File: config.mk
export PLATFORM = sky130hd
export DESIGN_NAME = bsg_axil_dma_sequencer_flat
export DESIGN_NICKNAME = d
export VERILOG_FILES = /design/src/rtl/bsg_axil_dma_pkg.sv /design/src/rtl/bsg_axil_dma_sequencer_if.sv /design/src/rtl/bsg_axil_single_write.sv /design/src/rtl/bsg_axil_dma_sequencer.sv /design/src/flat_wrapper.sv
export SDC_FILE = /design/constraint.sdc
export NUM_CORES = 1
export LEC_CHECK = 0
export BUFFER_PORTS_ARGS = -buffer_cell sky130_fd_sc_hd__buf_4
export CAP_MARGIN = 20
export CORE_UTILIZATION = 43
export CTS_BUF_LIST = sky130_fd_sc_hd__clkbuf_16
export DETAILED_ROUTE_END_ITERATION = 7
export GPL_TIMING_DRIVEN = 1
export PLACE_DENSITY = 0.84
export SYNTH_ARGS = -nofsm -noshare
export SYNTH_HDL_FRONTEND = slang
export SYNTH_SLANG_ARGS = --single-unit
File: constraint.sdc
create_clock -name clk_i -period 3.15 [get_ports clk_i]
set_clock_uncertainty 0.1 [all_clocks]
set_input_delay 0.7875 -clock clk_i [delete_from_list [all_inputs] [get_ports clk_i]]
set_output_delay 0.7875 -clock clk_i [all_outputs]
set_load 0.005 [all_outputs]
File: src/rtl/bsg_axil_dma_pkg.sv
// Shared definitions for the AXI-lite DMA sequencer.
// Holds the sequencer state encoding and the DMA configuration register
// offsets, relative to the DMA base address.
package bsg_axil_dma_pkg;

  typedef enum logic [3:0] {
    IDLE,
    WR_SRC,
    WR_DST,
    WR_LEN,
    WR_STRIDE,
    WR_START,
    WAIT_DONE,
    WR_CLR,
    REPORT
  } state_e;

  localparam logic [7:0] src_offset    = 8'h00;
  localparam logic [7:0] dst_offset    = 8'h04;
  localparam logic [7:0] len_offset    = 8'h08;
  localparam logic [7:0] stride_offset = 8'h0C;
  localparam logic [7:0] start_offset  = 8'h10;
  localparam logic [7:0] clr_offset    = 8'h14;

endpackage

File: src/rtl/bsg_axil_dma_sequencer_if.sv
// AXI-lite write-only bundle (aw, w and b channels).
// master: drives awaddr/awprot/awvalid, wdata/wstrb/wvalid, bready.
// slave : drives awready, wready, bresp, bvalid.
interface bsg_axil_dma_sequencer_if #(
  parameter int addr_width_p = 32,
  parameter int data_width_p = 32
);
  logic [addr_width_p-1:0]   awaddr;
  logic [2:0]                awprot;
  logic                      awvalid;
  logic                      awready;
  logic [data_width_p-1:0]   wdata;
  logic [data_width_p/8-1:0] wstrb;
  logic                      wvalid;
  logic                      wready;
  logic [1:0]                bresp;
  logic                      bvalid;
  logic                      bready;

  modport master (
    output awaddr, awprot, awvalid, wdata, wstrb, wvalid, bready,
    input  awready, wready, bresp, bvalid
  );

  modport slave (
    input  awaddr, awprot, awvalid, wdata, wstrb, wvalid, bready,
    output awready, wready, bresp, bvalid
  );
endinterface

File: src/rtl/bsg_axil_single_write.sv
// One AXI-lite write: while v is high, awvalid and wvalid are raised and each
// drops after its own handshake (either order, or both together). bready is
// raised only once both handshakes are done; done pulses on the b handshake
// and err flags a nonzero bresp on that same cycle.
// Ports: clk, rst, v, addr, data, done, err, axil (master modport).
module bsg_axil_single_write #(
  parameter int axil_addr_width_p = 32,
  parameter int axil_data_width_p = 32
) (
  input  logic                         clk,
  input  logic                         rst,
  input  logic                         v,
  input  logic [axil_addr_width_p-1:0] addr,
  input  logic [axil_data_width_p-1:0] data,
  output logic                         done,
  output logic                         err,
  bsg_axil_dma_sequencer_if.master     axil
);

  logic aw_done_r;
  logic w_done_r;

  // Handshake progress; cleared when the write completes so that a
  // following write starting next cycle re-raises both valids.
  always_ff @(posedge clk) begin
    if (rst || !v || done) begin
      aw_done_r <= 1'b0;
      w_done_r  <= 1'b0;
    end else begin
      if (axil.awvalid && axil.awready) aw_done_r <= 1'b1;
      if (axil.wvalid && axil.wready)   w_done_r  <= 1'b1;
    end
  end

  assign axil.awaddr  = addr;
  assign axil.awprot  = 3'b000;
  assign axil.awvalid = v && !aw_done_r;
  assign axil.wdata   = data;
  assign axil.wstrb   = '1;
  assign axil.wvalid  = v && !w_done_r;
  assign axil.bready  = v && aw_done_r && w_done_r;

  assign done = axil.bvalid && axil.bready;
  assign err  = done && (axil.bresp != 2'b00);

endmodule

File: src/rtl/bsg_axil_dma_sequencer.sv
// Programs a DMA engine over AXI-lite from one descriptor at a time:
// writes src, dst, length, stride and start, waits for the DMA interrupt,
// clears it, then reports completion (with a sticky bresp error) until
// consumed.
// Ports: clk_i/reset_i; desc_* descriptor input (valid/ready);
// done_v_o/done_err_o/done_yumi_i completion; m_axil AXI-lite master;
// dma_interrupt_i level interrupt; busy_o; count_o completed descriptors.
module bsg_axil_dma_sequencer
  import bsg_axil_dma_pkg::*;
#(
  parameter int                           axil_addr_width_p = 32,
  parameter int                           axil_data_width_p = 32,
  parameter int                           lg_max_length_p   = 16,
  parameter int                           lg_max_stride_p   = 8,
  parameter logic [axil_addr_width_p-1:0] dma_base_addr_p   = '0
) (
  input  logic                       clk_i,
  input  logic                       reset_i,
  input  logic                       desc_v_i,
  input  logic [31:0]                desc_src_i,
  input  logic [31:0]                desc_dst_i,
  input  logic [lg_max_length_p-1:0] desc_len_i,
  input  logic [lg_max_stride_p-1:0] desc_stride_i,
  output logic                       desc_ready_o,
  output logic                       done_v_o,
  output logic                       done_err_o,
  input  logic                       done_yumi_i,
  bsg_axil_dma_sequencer_if.master   m_axil,
  input  logic                       dma_interrupt_i,
  output logic                       busy_o,
  output logic [15:0]                count_o
);

  state_e state_r, state_n;
  logic   err_r;
  logic [15:0] count_r;

  logic [31:0]                src_r;
  logic [31:0]                dst_r;
  logic [lg_max_length_p-1:0] len_r;
  logic [lg_max_stride_p-1:0] stride_r;

  logic                         wr_v;
  logic [7:0]                   wr_off;
  logic [axil_data_width_p-1:0] wr_data;
  logic                         wr_done;
  logic                         wr_err;

  bsg_axil_single_write #(
    .axil_addr_width_p(axil_addr_width_p),
    .axil_data_width_p(axil_data_width_p)
  ) writer (
    .clk (clk_i),
    .rst (reset_i),
    .v   (wr_v),
    .addr(dma_base_addr_p + axil_addr_width_p'(wr_off)),
    .data(wr_data),
    .done(wr_done),
    .err (wr_err),
    .axil(m_axil)
  );

  always_ff @(posedge clk_i) begin
    if (reset_i) begin
      state_r <= IDLE;
      err_r   <= 1'b0;
      count_r <= '0;
    end else begin
      state_r <= state_n;
      if (state_r == REPORT && done_yumi_i) begin
        err_r   <= 1'b0;
        count_r <= count_r + 16'd1;
      end else if (wr_err) begin
        err_r <= 1'b1;
      end
    end
  end

  // Descriptor fields are pure data: captured on acceptance, never reset.
  always_ff @(posedge clk_i) begin
    if (state_r == IDLE && desc_v_i) begin
      src_r    <= desc_src_i;
      dst_r    <= desc_dst_i;
      len_r    <= desc_len_i;
      stride_r <= desc_stride_i;
    end
  end

  always_comb begin
    state_n      = state_r;
    wr_v         = 1'b0;
    wr_off       = '0;
    wr_data      = '0;
    desc_ready_o = 1'b0;
    done_v_o     = 1'b0;
    done_err_o   = 1'b0;
    case (state_r)
      IDLE: begin
        desc_ready_o = 1'b1;
        if (desc_v_i) state_n = WR_SRC;
      end
      WR_SRC: begin
        wr_v    = 1'b1;
        wr_off  = src_offset;
        wr_data = axil_data_width_p'(src_r);
        if (wr_done) state_n = WR_DST;
      end
      WR_DST: begin
        wr_v    = 1'b1;
        wr_off  = dst_offset;
        wr_data = axil_data_width_p'(dst_r);
        if (wr_done) state_n = WR_LEN;
      end
      WR_LEN: begin
        wr_v    = 1'b1;
        wr_off  = len_offset;
        wr_data = axil_data_width_p'(len_r);
        if (wr_done) state_n = WR_STRIDE;
      end
      WR_STRIDE: begin
        wr_v    = 1'b1;
        wr_off  = stride_offset;
        wr_data = axil_data_width_p'(stride_r);
        if (wr_done) state_n = WR_START;
      end
      WR_START: begin
        wr_v    = 1'b1;
        wr_off  = start_offset;
        wr_data = axil_data_width_p'(1);
        if (wr_done) state_n = WAIT_DONE;
      end
      WAIT_DONE: begin
        if (dma_interrupt_i) state_n = WR_CLR;
      end
      WR_CLR: begin
        wr_v    = 1'b1;
        wr_off  = clr_offset;
        wr_data = axil_data_width_p'(1);
        if (wr_done) state_n = REPORT;
      end
      REPORT: begin
        done_v_o   = 1'b1;
        done_err_o = err_r;
        if (done_yumi_i) state_n = IDLE;
      end
      default: state_n = IDLE;
    endcase
  end

  assign busy_o  = (state_r != IDLE);
  assign count_o = count_r;

endmodule

File: src/flat_wrapper.sv
// flat-port wrapper written by rule: the top's interface ports become plain ports
module bsg_axil_dma_sequencer_flat import bsg_axil_dma_pkg::*;
#(
  parameter int                           axil_addr_width_p = 32,
  parameter int                           axil_data_width_p = 32,
  parameter int                           lg_max_length_p   = 16,
  parameter int                           lg_max_stride_p   = 8,
  parameter logic [axil_addr_width_p-1:0] dma_base_addr_p   = '0
)
  (clk_i, reset_i, desc_v_i, desc_src_i, desc_dst_i, desc_len_i, desc_stride_i, desc_ready_o, done_v_o, done_err_o, done_yumi_i, dma_interrupt_i, busy_o, count_o, m_axil_awaddr, m_axil_awprot, m_axil_awvalid, m_axil_wdata, m_axil_wstrb, m_axil_wvalid, m_axil_bready, m_axil_awready, m_axil_wready, m_axil_bresp, m_axil_bvalid);
  bsg_axil_dma_sequencer_if #(.addr_width_p(32), .data_width_p(32)) m_axil_i ();
  input  logic clk_i;
  input  logic reset_i;
  input  logic desc_v_i;
  input  logic [31:0] desc_src_i;
  input  logic [31:0] desc_dst_i;
  input  logic [lg_max_length_p-1:0] desc_len_i;
  input  logic [lg_max_stride_p-1:0] desc_stride_i;
  output logic desc_ready_o;
  output logic done_v_o;
  output logic done_err_o;
  input  logic done_yumi_i;
  input  logic dma_interrupt_i;
  output logic busy_o;
  output logic [15:0] count_o;
  output wire logic [$bits(m_axil_i.awaddr)-1:0] m_axil_awaddr;
  output wire logic [$bits(m_axil_i.awprot)-1:0] m_axil_awprot;
  output wire logic [$bits(m_axil_i.awvalid)-1:0] m_axil_awvalid;
  output wire logic [$bits(m_axil_i.wdata)-1:0] m_axil_wdata;
  output wire logic [$bits(m_axil_i.wstrb)-1:0] m_axil_wstrb;
  output wire logic [$bits(m_axil_i.wvalid)-1:0] m_axil_wvalid;
  output wire logic [$bits(m_axil_i.bready)-1:0] m_axil_bready;
  input wire logic [$bits(m_axil_i.awready)-1:0] m_axil_awready;
  input wire logic [$bits(m_axil_i.wready)-1:0] m_axil_wready;
  input wire logic [$bits(m_axil_i.bresp)-1:0] m_axil_bresp;
  input wire logic [$bits(m_axil_i.bvalid)-1:0] m_axil_bvalid;
  assign m_axil_awaddr = m_axil_i.awaddr;
  assign m_axil_awprot = m_axil_i.awprot;
  assign m_axil_awvalid = m_axil_i.awvalid;
  assign m_axil_wdata = m_axil_i.wdata;
  assign m_axil_wstrb = m_axil_i.wstrb;
  assign m_axil_wvalid = m_axil_i.wvalid;
  assign m_axil_bready = m_axil_i.bready;
  assign m_axil_i.awready = m_axil_awready;
  assign m_axil_i.wready = m_axil_wready;
  assign m_axil_i.bresp = m_axil_bresp;
  assign m_axil_i.bvalid = m_axil_bvalid;
  bsg_axil_dma_sequencer #(.axil_addr_width_p(axil_addr_width_p), .axil_data_width_p(axil_data_width_p), .lg_max_length_p(lg_max_length_p), .lg_max_stride_p(lg_max_stride_p), .dma_base_addr_p(dma_base_addr_p)) u_core (.clk_i(clk_i), .reset_i(reset_i), .desc_v_i(desc_v_i), .desc_src_i(desc_src_i), .desc_dst_i(desc_dst_i), .desc_len_i(desc_len_i), .desc_stride_i(desc_stride_i), .desc_ready_o(desc_ready_o), .done_v_o(done_v_o), .done_err_o(done_err_o), .done_yumi_i(done_yumi_i), .m_axil(m_axil_i), .dma_interrupt_i(dma_interrupt_i), .busy_o(busy_o), .count_o(count_o));
endmodule
# Word level (Yosys, flattened, before mapping)
# Index checks and enable logic that the tools add are counted.
# word_totals
reg_bits	111
word_cells	65
# classes
add_sub_neg	1
eq_ne	17
muxes	16
reduce_logical	22
# ops
operator	n
$pmux 32 s5	1
$mux 4	9
$pmux 4 s9	1
$pmux 5 s5	1
$ne 2x2->1 const B	9
$add 16x1->16 const B	1
$eq 4x3->1 const B	4
$logic_and 1x1->1	10
$reduce_and 9->1	1
$eq 4x2->1 const B	2
$reduce_or 6->1	1
$eq 4x1->1 const B	1
$eq 4x4->1 const B	1
$logic_not 4->1	1
$mux 1	4
$reduce_bool 4->1	1
$reduce_or 2->1	2
$logic_not 1->1	3
$logic_or 1x1->1	2
$reduce_bool 2->1	1

# Longest topological paths before layout
# Gate-level depths: netlist of run 1.
# logic_depth
word_depth	8
depth_mapped	6
ltp_nobuf	5

# Hierarchy
# Synthesis of run 1 repeated with hierarchy kept, for this count alone.
# hier_totals
cells_unflattened	371
area_unflattened_um2	4819.6
# by_module_without_submodules
mod	n_inst	cells_each	area_per_inst_um2	seq_area_each_um2
bsg_axil_dma_sequencer	1	285	4170.2	3062.9
bsg_axil_single_write	1	86	649.4	40.0

# Worst setup path before layout of run 1
# No wires, ideal clock.
# synth_path
path_type	register -> register
start	reg u_core.state_r[2]
end	reg u_core.dst_r[0] (enable)
setup_time_ns	0.456
arrival_ns	2.947
slack_ns	-0.353
stages_incl_launch_ff	7
path_buffers	2
synth_period_minus_slack_ns	3.503
cell_sequence	dfxtp_1 > buf_2 > buf_1 > nor2_1 > nand2_1 > inv_1 > and2_1
# synth_via
elab_chain_len	2
# synth_rtl
item	line	text
start, declared	bsg_axil_dma_sequencer.sv:34	state_e state_r, state_n;
start signal, assigned	bsg_axil_dma_sequencer.sv:69	state_r <= state_n;
$logic_not 4->1	bsg_axil_dma_sequencer.sv:81	if (state_r == IDLE && desc_v_i) begin
$logic_and 1x1->1	bsg_axil_dma_sequencer.sv:81	
end signal, assigned	bsg_axil_dma_sequencer.sv:83	dst_r <= desc_dst_i;
end, declared	bsg_axil_dma_sequencer.sv:39	logic [31:0] dst_r;
# Every way passes these cells.
# A chain may end at the register's enable or synchronous reset.

# Worst setup path in the final report of run 1
# layout_path
start	reg u_core.state_r[2]
end	out m_axil_wdata[0]
# layout_via
elab_chain_len	3
elab_cells_between_ends	8
classes_between	6 x eq/ne; 1 x mux; 1 x reduce/logical
# layout_rtl
item	line	text
$eq 4x3->1	bsg_axil_dma_sequencer.sv:97	case (state_r)
$reduce_or 2->1 (no line)	-	
$pmux 32 s5 *	bsg_axil_dma_sequencer.sv:97	
end, declared	flat_wrapper.sv:29	output wire logic [$bits(m_axil_i.wdata)-1:0] m_axil_wdata;
# Mark *: on every way between the ends. The rest lies on a longest branch, timed or not.

==> impl_summary.log, run 1 <==
[metrics] DR vias/cell: 5.10
[metrics] max-cap violations: 0
[metrics] worst IR drop on VDD: 0.000348 V
[metrics] Post-synth EDFFs: 88
[metrics] Max H-tree Level: 3
[metrics] critical path buffer and inverter count: 2
[metrics] most frequent cell on the critical path: sky130_fd_sc_hd__buf_4
[metrics] actual transition at the worst max-transition pin: 0.652 ns
[metrics] area share of xor/xnor cells in the synthesized design: 1.91%
[metrics] net switching component of the power: 0.769 mW
[metrics] RSZ-0062 raised after global routing: false
[metrics] root buffer cell: sky130_fd_sc_hd__clkbuf_16
[metrics] count of final hold-check violations: 0
[metrics] crit-path leading delay family: flip-flops
[metrics] portion of netlist area occupied by mux cells: 0.218%
[metrics] count of inserted antenna diode cells: 0
[metrics] total DRC errors in the routed layout: 0
[metrics] die footprint: 11100 um^2
[metrics] Power per Cell Area: 535 nW/um^2
[metrics] Buffers on Ports: 155
[metrics] share of the yosys chip area belonging to registers: 67.6%
[metrics] post-route ant nets: 0
[metrics] proportion of power drawn by combinational gates: 12.4%
[metrics] number of core rows: 37
[metrics] critical path class: register to output pin
[metrics] Die X-Extent: 105 um
[metrics] total I/O pin count: 192
[metrics] combinational family with the most area after synthesis: simple AND/OR/NAND/NOR gates
[metrics] post-layout worst setup margin: 0.142 ns
[metrics] effective utilization at floorplan: 44.4%
[metrics] core utilization of the finished layout: 58.8%
[metrics] proportion of power drawn by flip-flops and latches: 54.5%
[metrics] simple-gate share of the synthesized area: 11.8%
[metrics] number of vias after detailed routing: 3273
[metrics] endpoint arrival time on the critical path: 2.12 ns
[metrics] final-layout fill cell count: 805
[metrics] warning count from the yosys run: 0
[metrics] Sink Count: 111
[metrics] dominant cell type by area after synthesis: sky130_fd_sc_hd__edfxtp_1
[metrics] Overall Global Routing Usage: 18.6%
[metrics] WL per Instance: 15.9 um
[metrics] Tcrit/Tclk final: 95.5%
[metrics] buffers inserted during post-CTS setup optimization: 0
[metrics] clock network latency to the later pin of the worst-skew pair: 0.34 ns
[metrics] top cell types by occurrence after synthesis: sky130_fd_sc_hd__edfxtp_1, sky130_fd_sc_hd__nand2_1, sky130_fd_sc_hd__buf_4
[metrics] required time at the endpoint of the critical path: 2.26 ns
[metrics] worst rel slew slack: 56.5%
[metrics] grt met1 use: 21.7%
[metrics] count leader, synth: sky130_fd_sc_hd__edfxtp_1
[metrics] mean instance size in the synthesized netlist: 13.2 um^2
[metrics] Crit. End Element: output pin
[metrics] pin count of the biggest net entering global routing: 47
[metrics] setup total negative slack: 0 ns
[metrics] final-report max-slew violation count: 0
[metrics] CTS buffer count: 9
[metrics] area share of the largest cell type after synthesis: 57.6%
[metrics] total gr overflow: 0
[metrics] fraction of final layout cells sized beyond drive strength 1: 36.6%
[metrics] number of violations reported at the end of detailed-routing iteration 0: 158
[metrics] half-perimeter wire length after placement: 7150 um
[metrics] first-pass GRT wire length: 15900 um
[metrics] TritonCTS clock tree: built
[metrics] share of flip-flops with an asynchronous set or reset after synthesis: 0%
[metrics] Worst setup SP type: register
[metrics] result of the run: finished clean
[metrics] number of nets in the layout: 601
[metrics] CTS clk-pin slew, worst paths: 0.07 ns
[metrics] antenna violations before repair: 0
[metrics] most utilized layer in the global route result: met2
[metrics] Leakage Power: 2.51 nW
[metrics] total detailed-routing wirelength: 10200 um
[metrics] biggest area contributors in the synthesized netlist: sky130_fd_sc_hd__edfxtp_1, sky130_fd_sc_hd__dfxtp_1, sky130_fd_sc_hd__buf_4
[metrics] slowest stage delay, CP: 0.74 ns
[metrics] First-pass DRT Iterations: 5
[metrics] adder and majority gate portion of the synthesized area: 0.273%
[metrics] final estimated routing congestion in global placement: 0.841
[metrics] post-synthesis instance area: 4590 um^2
[metrics] switch share: 23.7%
[metrics] placeable core area: 10300 um^2
[metrics] pre-CTS WS: 0.459 ns
[metrics] Synth cell types: 44
[metrics] final-report setup violation count: 0
[metrics] met3 usage: 4.70%
[metrics] met2 Resource Use GR: 32.1%
[metrics] Clock power frac: 33.1%
[metrics] final critical path time including I/O delays and setup: 3.01 ns
[metrics] internal power consumption: 2.48 mW
[metrics] Min-Delay Path Class: register to register
[metrics] Crit Path Max Fanout: 32
[metrics] via count of the first global-routing pass: 3288
[metrics] layout overhead on the synthesized area: 32.4%
[metrics] Top FF cell, synth: sky130_fd_sc_hd__edfxtp_1
[metrics] compound-cell area share of the yosys netlist: 10.5%
[metrics] critical path cell sequence: nor4b_2 > buf_4 > a222oi_1 > nand2_1 > buf_4
[metrics] Seq cells post-synth: 111
[metrics] instance count of the mapped netlist: 348
[metrics] Slowest cell on crit path: sky130_fd_sc_hd__dfxtp_1
[metrics] achievable clock frequency: 332 MHz
[metrics] die height: 105 um
[metrics] maximum buffer depth of the clock tree: 2
## layout by cell type, fill, tap and decap left out, types with 2 or more instances in the layout
master                      synthesis  layout
sky130_fd_sc_hd__a21oi_1           14      14
sky130_fd_sc_hd__a222oi_1           8       8
sky130_fd_sc_hd__clkbuf_16          0       9
sky130_fd_sc_hd__edfxtp_1          88      88
sky130_fd_sc_hd__nor3_1             3       3
sky130_fd_sc_hd__a31oi_1            2       2
sky130_fd_sc_hd__nand3_1            8       8
sky130_fd_sc_hd__clkinv_4           0       2
sky130_fd_sc_hd__dfxtp_2            0       2
sky130_fd_sc_hd__nand4_1            8       8
sky130_fd_sc_hd__xor2_1             9       9
sky130_fd_sc_hd__a22oi_1            8       8
sky130_fd_sc_hd__and3_1             3       3
sky130_fd_sc_hd__conb_1             2      36
sky130_fd_sc_hd__inv_6              0       2
sky130_fd_sc_hd__nor2_1            18      18
sky130_fd_sc_hd__nor4b_2            2       2
sky130_fd_sc_hd__or3_1              3       3
sky130_fd_sc_hd__nand3b_1           2       2
sky130_fd_sc_hd__nand2_1           40      40
sky130_fd_sc_hd__o21a_1             2       2
sky130_fd_sc_hd__nor4b_4            1       2
sky130_fd_sc_hd__a22o_1            16      16
sky130_fd_sc_hd__buf_4             36     161
sky130_fd_sc_hd__o31ai_1            4       4
sky130_fd_sc_hd__and2_1             3       2
sky130_fd_sc_hd__o21ai_1            7       7
sky130_fd_sc_hd__or4_1              5       5
sky130_fd_sc_hd__dfxtp_1           23      21
## final timing paths
kind	endpoint	cells past startpoint	start	slack [ns]
max	m_axil_wdata[0]	5	u_core.state_r[2]	0.14
min	u_core.err_r	1	u_core.err_r	0.36
max reg2reg	u_core.count_o[15]	5	u_core.state_r[3]	0.84
min reg2reg	u_core.err_r	1	u_core.err_r	0.36
## cells by family after synthesis
logic type               Yosys count
AND/OR/NAND/NOR                  103
multiplexers                       1
XOR/XNOR                          10
buffers and inverters             54
adder cells (fa/ha/maj)            1
other                              2
AO/OA/AOI/OAI                     66
flip-flops                       111
## final cells by class
class | instances | area (um^2) | share of cell area, %
clock buffers | 9 | 225 | 3.71
clock inverters | 6 | 53.8 | 0.886
inverters | 1 | 3.75 | 0.0618
multi-input cells | 217 | 1280 | 21.2
flip-flops and latches | 111 | 3110 | 51.1
well taps | 136 | 170 | 2.80
repair buffers | 162 | 1230 | 20.2
## state kept, by name, summed over array words and instances (netlist names)
signal	cells
u_core.src_r	32
u_core.writer.aw_done_r	1
u_core.stride_r	8
u_core.state_r	4
u_core.len_r	16
u_core.writer.w_done_r	1
u_core.count_o	16
u_core.err_r	1
u_core.dst_r	32
## layer usage
layer	part of all wire, %	vias up
met5	0	-
met4	2.2	0
met3	7.7	17
met2	49	173
met1	41	1534
li1	-	1549
## stage by stage
step           std cells  power, mW  area (um^2)  hold WS [ns]
2_1_floorplan        382       1.99         4720         0.332
3_3_place_gp         627       2.19         5790         0.341
3_5_place_dp         627       2.21         5790         0.347
4_1_cts              642       3.28         6070         0.365
5_1_grt              642       3.36         6070         0.400
6_report             642       3.25         6070         0.360
## power by group through the flow
stage	Sequential (mW)	Clock [mW]	Combinational, mW
after global placement	1.79	0	0.394
after global routing	1.78	1.15	0.437
after detailed placement	1.80	0	0.403
after floorplan	1.78	0	0.206
after CTS	1.77	1.10	0.405
final	1.77	1.07	0.401
## repair_timing
item,in CTS,in global routing
setup endpoints to repair,0,14
hold buffers,0,0
gates resized for setup,0,2
No activity file was read; power rests on OpenSTA's default activity.
==> inputs of run 2 (changes only) <==
Settings changed: PLACE_DENSITY 0.84 to default, PLACE_DENSITY_LB_ADDON from default to 0.12.
==> run 2 against run 1 <==
Die area unchanged. Clock-buffer cell count unchanged. Flip-flop and latch count unchanged. Clock power about the same. First-iteration DRC count decreased by 3.8%. Sequential share of layout area decreased by 0.16 points. Cell count increased by 0.47%. Non-clock buffer count increased by 2. Register-to-register slack got worse by 0.20 ns.
==> impl_summary.log, run 2 (same netlist as run 1, synthesis figures left out) <==
[metrics] achievable clock frequency: 338 MHz
[metrics] WL per Instance: 15.1 um
[metrics] largest registers: u_core.dst_r (32), u_core.src_r (32)
[metrics] First-pass DRT Iterations: 4
[metrics] number of nets in the layout: 603
[metrics] post-route ant nets: 0
[metrics] CTS clk-pin slew, worst paths: 0.07 ns
[metrics] Die X-Extent: 105 um
[metrics] core utilization of the finished layout: 59.0%
[metrics] Sink Count: 111
[metrics] result of the run: finished clean
[metrics] die footprint: 11100 um^2
[metrics] Max H-tree Level: 3
[metrics] Crit. End Element: output pin
[metrics] count of final hold-check violations: 0
[metrics] minimum hold slack: 0.359 ns
[metrics] via count of the first global-routing pass: 3062
[metrics] DR vias/cell: 4.97
[metrics] final-layout fill cell count: 831
[metrics] Min-Delay Path Class: register to register
[metrics] count of inserted antenna diode cells: 0
[metrics] antenna violations before repair: 0
[metrics] Tcrit/Tclk final: 94.0%
[metrics] TritonCTS clock tree: built
[metrics] Crit Path Max Fanout: 20
[metrics] critical path class: register to output pin
[metrics] maximum buffer depth of the clock tree: 2
[metrics] final-report setup violation count: 0
[metrics] final-report max-slew violation count: 0
[metrics] total gr overflow: 0
[metrics] CTS buffer count: 9
[metrics] effective utilization at floorplan: 44.4%
[metrics] endpoint arrival time on the critical path: 2.07 ns
[metrics] grt met1 use: 20.0%
[metrics] Worst setup SP type: register
[metrics] met3 usage: 8.23%
[metrics] commonest cells after routing, fill and taps aside: sky130_fd_sc_hd__buf_4, sky130_fd_sc_hd__edfxtp_1, sky130_fd_sc_hd__nand2_1
[metrics] worst rel slew slack: 56.0%
[metrics] max-cap violations: 0
[metrics] RSZ-0062 raised after global routing: false
[metrics] layout overhead on the synthesized area: 32.7%
[metrics] die height: 105 um
[metrics] first-pass GRT wire length: 14800 um
[metrics] FF/Latch Area: 3100 um^2
[metrics] actual transition at the worst max-transition pin: 0.658 ns
[metrics] total I/O pin count: 192
[metrics] total detailed-routing wirelength: 9730 um
[metrics] total DRC errors in the routed layout: 0
[metrics] Buffers on Ports: 155
[metrics] final estimated routing congestion in global placement: 0.791
[metrics] most utilized layer in the global route result: met2
[metrics] worst IR drop on VDD: 0.000562 V
[metrics] root buffer cell: sky130_fd_sc_hd__clkbuf_16
[metrics] final critical path time including I/O delays and setup: 2.96 ns
[metrics] number of violations reported at the end of detailed-routing iteration 0: 152
[metrics] most common cell after layout, fill and taps aside: sky130_fd_sc_hd__buf_4
[metrics] Leakage Power: 2.51 nW
[metrics] pin count of the biggest net entering global routing: 65
[metrics] sum of internal, switching and leakage power: 3.23 mW
[metrics] number of core rows: 37
[metrics] clock network latency to the later pin of the worst-skew pair: 0.35 ns
[metrics] required time at the endpoint of the critical path: 2.26 ns
[metrics] half-perimeter wire length after placement: 6820 um
[metrics] Power per Cell Area: 530 nW/um^2
[metrics] fraction of final layout cells sized beyond drive strength 1: 36.7%
[metrics] setup total negative slack: 0 ns
[metrics] number of vias after detailed routing: 3208
[metrics] met2 Resource Use GR: 29.4%
[metrics] Overall Global Routing Usage: 17.7%
[metrics] footprint of the multi-input gates: 1280 um^2
[metrics] placeable core area: 10300 um^2
## run 2: changes by cell type in the layout (fill, tap and decap cells not counted)
cell / delta
sky130_fd_sc_hd__buf_4: +2
sky130_fd_sc_hd__clkinvlp_4: +2
sky130_fd_sc_hd__clkinv_2: +1
sky130_fd_sc_hd__clkinv_4: -1
sky130_fd_sc_hd__dfxtp_1: +1
sky130_fd_sc_hd__dfxtp_2: -1
sky130_fd_sc_hd__inv_6: -1
## run 2: area by class of cell
| cell class | instances | area share, % |
|---|---|---|
| Tap cell | 136 | 2.79 |
| Clock buffer | 9 | 3.70 |
| Inverter | 1 | 0.0617 |
| Sequential cell | 111 | 51.0 |
| Multi-Input combinational cell | 217 | 21.1 |
| Timing Repair Buffer | 164 | 20.4 |
| Clock inverter | 7 | 0.925 |
## run 2: path summary, 6_finish.rpt
path / startpoint / endpoint / slack, ns / cells after the start
hold reg to reg: u_core.err_r / u_core.err_r / 0.36 / 1
setup / recovery: u_core.state_r[2] / m_axil_wdata[0] / 0.19 / 5
hold / removal: u_core.err_r / u_core.err_r / 0.36 / 1
setup reg to reg: u_core.state_r[3] / u_core.count_o[14] / 0.64 / 5
## run 2: routing by layer
| metal | up-vias | wire length, um |
|---|---|---|
| met5 | - | 0 |
| met3 | 4 | 857 |
| met1 | 1524 | 3900 |
| li1 | 1546 | - |
| met2 | 134 | 4890 |
| met4 | 0 | 82 |
## run 2: what timing repair did
action	in CTS	in global routing
endpoints found under the setup margin	0	2
hold endpoints to repair	0	0
gates resized for setup	0	1
buffers inserted	0	0
hold buffers	0	0
## run 2: critical path: stages, from the launching register on
cell and delay (ns):
sky130_fd_sc_hd__dfxtp_1 0.75, sky130_fd_sc_hd__nor4b_2 0.12, sky130_fd_sc_hd__buf_4 0.25, sky130_fd_sc_hd__a222oi_1 0.37
sky130_fd_sc_hd__nand2_1 0.09, sky130_fd_sc_hd__buf_4 0.15
## run 2: report_power, final
group / switching, mW / total, mW / internal, mW
clock: 0.516 / 1.06 / 0.544
sequential: 0.0331 / 1.76 / 1.72
combinational: 0.202 / 0.414 / 0.211
## run 2: metrics by stage
stage / std cells / area, um^2 / setup WS [ns]
after detailed placement: 629 / 5810 / 0.522
final: 645 / 6090 / 0.190
after global placement: 629 / 5810 / 0.543
after global routing: 645 / 6090 / 0.0225
after floorplan: 382 / 4720 / 0.611
after CTS: 645 / 6090 / 0.143
==> inputs of run 3 (changes only) <==
--- a/constraint.sdc
+++ b/constraint.sdc
@@ -3,3 +3,3 @@
 set_input_delay 0.7875 -clock clk_i [delete_from_list [all_inputs] [get_ports clk_i]]
 set_output_delay 0.7875 -clock clk_i [all_outputs]
-set_load 0.005 [all_outputs]
+set_load 0.01 [all_outputs]
==> run 3 against run 2 <==
Register-to-register slack better by 0.04 ns. Worst hold slack worse by 0.00070 ns. Combinational power up 8.2%. Sequential power about the same. Largest cell class unchanged. Largest power group unchanged.
==> impl_summary.log, run 3 (same netlist as run 1, synthesis figures left out) <==
[metrics] result of the run: finished clean
[metrics] number of instances resized during post-cts repair: 0
[metrics] worst rel slew slack: 56.6%
[metrics] worst IR drop on VDD: 0.000298 V
[metrics] highest routing layer actually used: met4
[metrics] Die X-Extent: 105 um
[metrics] achievable clock frequency: 338 MHz
[metrics] number of nets in the layout: 604
[metrics] final-report setup violation count: 0
[metrics] setup total negative slack: 0 ns
[metrics] Min-Delay Path Class: register to register
[metrics] placeable core area: 10300 um^2
[metrics] post-layout worst setup margin: 0.193 ns
[metrics] Buffers on Ports: 155
[metrics] total gr overflow: 0
[metrics] switch share: 23.9%
[metrics] total detailed-routing wirelength: 9600 um
[metrics] Leakage Power: 2.53 nW
[metrics] via count of the first global-routing pass: 3104
[metrics] CTS buffer count: 9
[metrics] final-report max-slew violation count: 0
[metrics] RSZ-0062 raised after global routing: false
[metrics] maximum buffer depth of the clock tree: 2
[metrics] reg-to-reg slack, setup: 0.68 ns
[metrics] count of final hold-check violations: 0
[metrics] FF/Latch Area: 3100 um^2
[metrics] root buffer cell: sky130_fd_sc_hd__clkbuf_16
[metrics] total I/O pin count: 192
[metrics] pre-CTS WS: 0.547 ns
[metrics] die footprint: 11100 um^2
[metrics] TritonCTS clock tree: built
[metrics] layout overhead on the synthesized area: 32.8%
[metrics] actual transition at the worst max-transition pin: 0.650 ns
[metrics] final critical path time including I/O delays and setup: 2.96 ns
[metrics] number of vias after detailed routing: 3224
[metrics] total DRC errors in the routed layout: 0
[metrics] antenna violations before repair: 0
[metrics] most common cell after layout, fill and taps aside: sky130_fd_sc_hd__buf_4
[metrics] proportion of power drawn by flip-flops and latches: 53.8%
[metrics] footprint of the multi-input gates: 1280 um^2
[metrics] net switching component of the power: 0.782 mW
[metrics] CTS clk-pin slew, worst paths: 0.07 ns
[metrics] commonest cells after routing, fill and taps aside: sky130_fd_sc_hd__buf_4, sky130_fd_sc_hd__edfxtp_1, sky130_fd_sc_hd__nand2_1
[metrics] buffers inserted during post-CTS setup optimization: 0
[metrics] startpoint of the tightest hold check path: u_core.err_r
[metrics] largest registers: u_core.dst_r (32), u_core.src_r (32)
[metrics] half-perimeter wire length after placement: 6940 um
[metrics] R2R cell count: 5
[metrics] first-pass GRT wire length: 15200 um
[metrics] Hold Path Sink: u_core.err_r
[metrics] instance count along the most critical hold path: 1
[metrics] number of core rows: 37
[metrics] DR vias/cell: 4.99
[metrics] minimum hold slack: 0.358 ns
[metrics] Crit. End Element: output pin
[metrics] Overall Global Routing Usage: 17.7%
[metrics] proportion of power drawn by combinational gates: 13.7%
[metrics] max-cap violations: 0
[metrics] worst flop-to-flop path endpoint: u_core.count_o[14]
[metrics] Crit Reg-Reg Startpoint: u_core.state_r[3]
[metrics] critical path class: register to output pin
[metrics] First-pass DRT Iterations: 5
[metrics] Routed met3 length: 902 um
[metrics] required time at the endpoint of the critical path: 2.26 ns
[metrics] Crit Path Max Fanout: 14
[metrics] sum of internal, switching and leakage power: 3.27 mW
[metrics] wire length on met1: 3850 um
[metrics] Tcrit/Tclk final: 93.9%
[metrics] Worst setup SP type: register
[metrics] final estimated routing congestion in global placement: 0.781
[metrics] Power per Cell Area: 536 nW/um^2
[metrics] Max H-tree Level: 3
[metrics] Hold-fix buffers, CTS: 0
[metrics] final-layout fill cell count: 831
[metrics] count of inserted antenna diode cells: 0
[metrics] effective utilization at floorplan: 44.4%
[metrics] die height: 105 um
[metrics] clock network latency to the later pin of the worst-skew pair: 0.33 ns
[metrics] met2 WL: 4700 um
[metrics] Sink Count: 111
[metrics] internal power consumption: 2.48 mW
[metrics] number of violations reported at the end of detailed-routing iteration 0: 141
[metrics] Clock power frac: 32.5%
[metrics] post-route ant nets: 0
[metrics] fraction of final layout cells sized beyond drive strength 1: 36.3%
[metrics] WL per Instance: 14.9 um
[metrics] endpoint arrival time on the critical path: 2.07 ns
[metrics] pin count of the biggest net entering global routing: 54
run 3: how the worst max path moves through the flow:
stage,from,to
after floorplan,u_core.state_r[2],u_core.dst_r[0]
after global placement,u_core.state_r[1],m_axil_wdata[11]
after detailed placement,u_core.state_r[1],m_axil_wdata[11]
after CTS,u_core.state_r[1],m_axil_wdata[11]
after global routing,u_core.state_r[1],m_axil_wdata[5]
final,u_core.state_r[1],m_axil_wdata[5]
run 3: final cells by class:
cell class | instances | area share, %
sequential | 111 | 50.9
multi-input combinational | 217 | 21.1
clock buffer | 9 | 3.70
inverter | 1 | 0.0616
timing repair buffer | 165 | 20.5
tap | 136 | 2.79
clock inverter | 7 | 0.883
run 3: through the flow:
step	cell area [um^2]	std cells	utilization, %
after global placement	5810	630	56.3
final	6090	646	59.0
after CTS	6090	646	59.0
after detailed placement	5810	630	56.3
after global routing	6090	646	59.0
after floorplan	4720	382	-
run 3: metal layers:
layer,vias up,track usage [%]
met1,1515,21.5
met3,10,6.43
li1,1554,-
met2,145,28.4
met5,-,0
met4,0,7.65
run 3: power groups by stage:
| stage | clock network (mW) | logic (mW) | registers [mW] |
|---|---|---|---|
| finish | 1.06 | 0.448 | 1.76 |
| global route | 1.15 | 0.487 | 1.77 |
| CTS | 1.09 | 0.454 | 1.76 |
| detailed placement | 0 | 0.452 | 1.79 |
| global placement | 0 | 0.450 | 1.79 |
| floorplan | 0 | 0.239 | 1.78 |
run 3: critical path, cell delays in order, from the launching register on:
cell and delay [ns]:
sky130_fd_sc_hd__dfxtp_1 0.69, sky130_fd_sc_hd__nand2_1 0.17, sky130_fd_sc_hd__nor3_2 0.29, sky130_fd_sc_hd__buf_4 0.29, sky130_fd_sc_hd__a222oi_1 0.09, sky130_fd_sc_hd__nand2_1 0.09
sky130_fd_sc_hd__buf_4 0.12
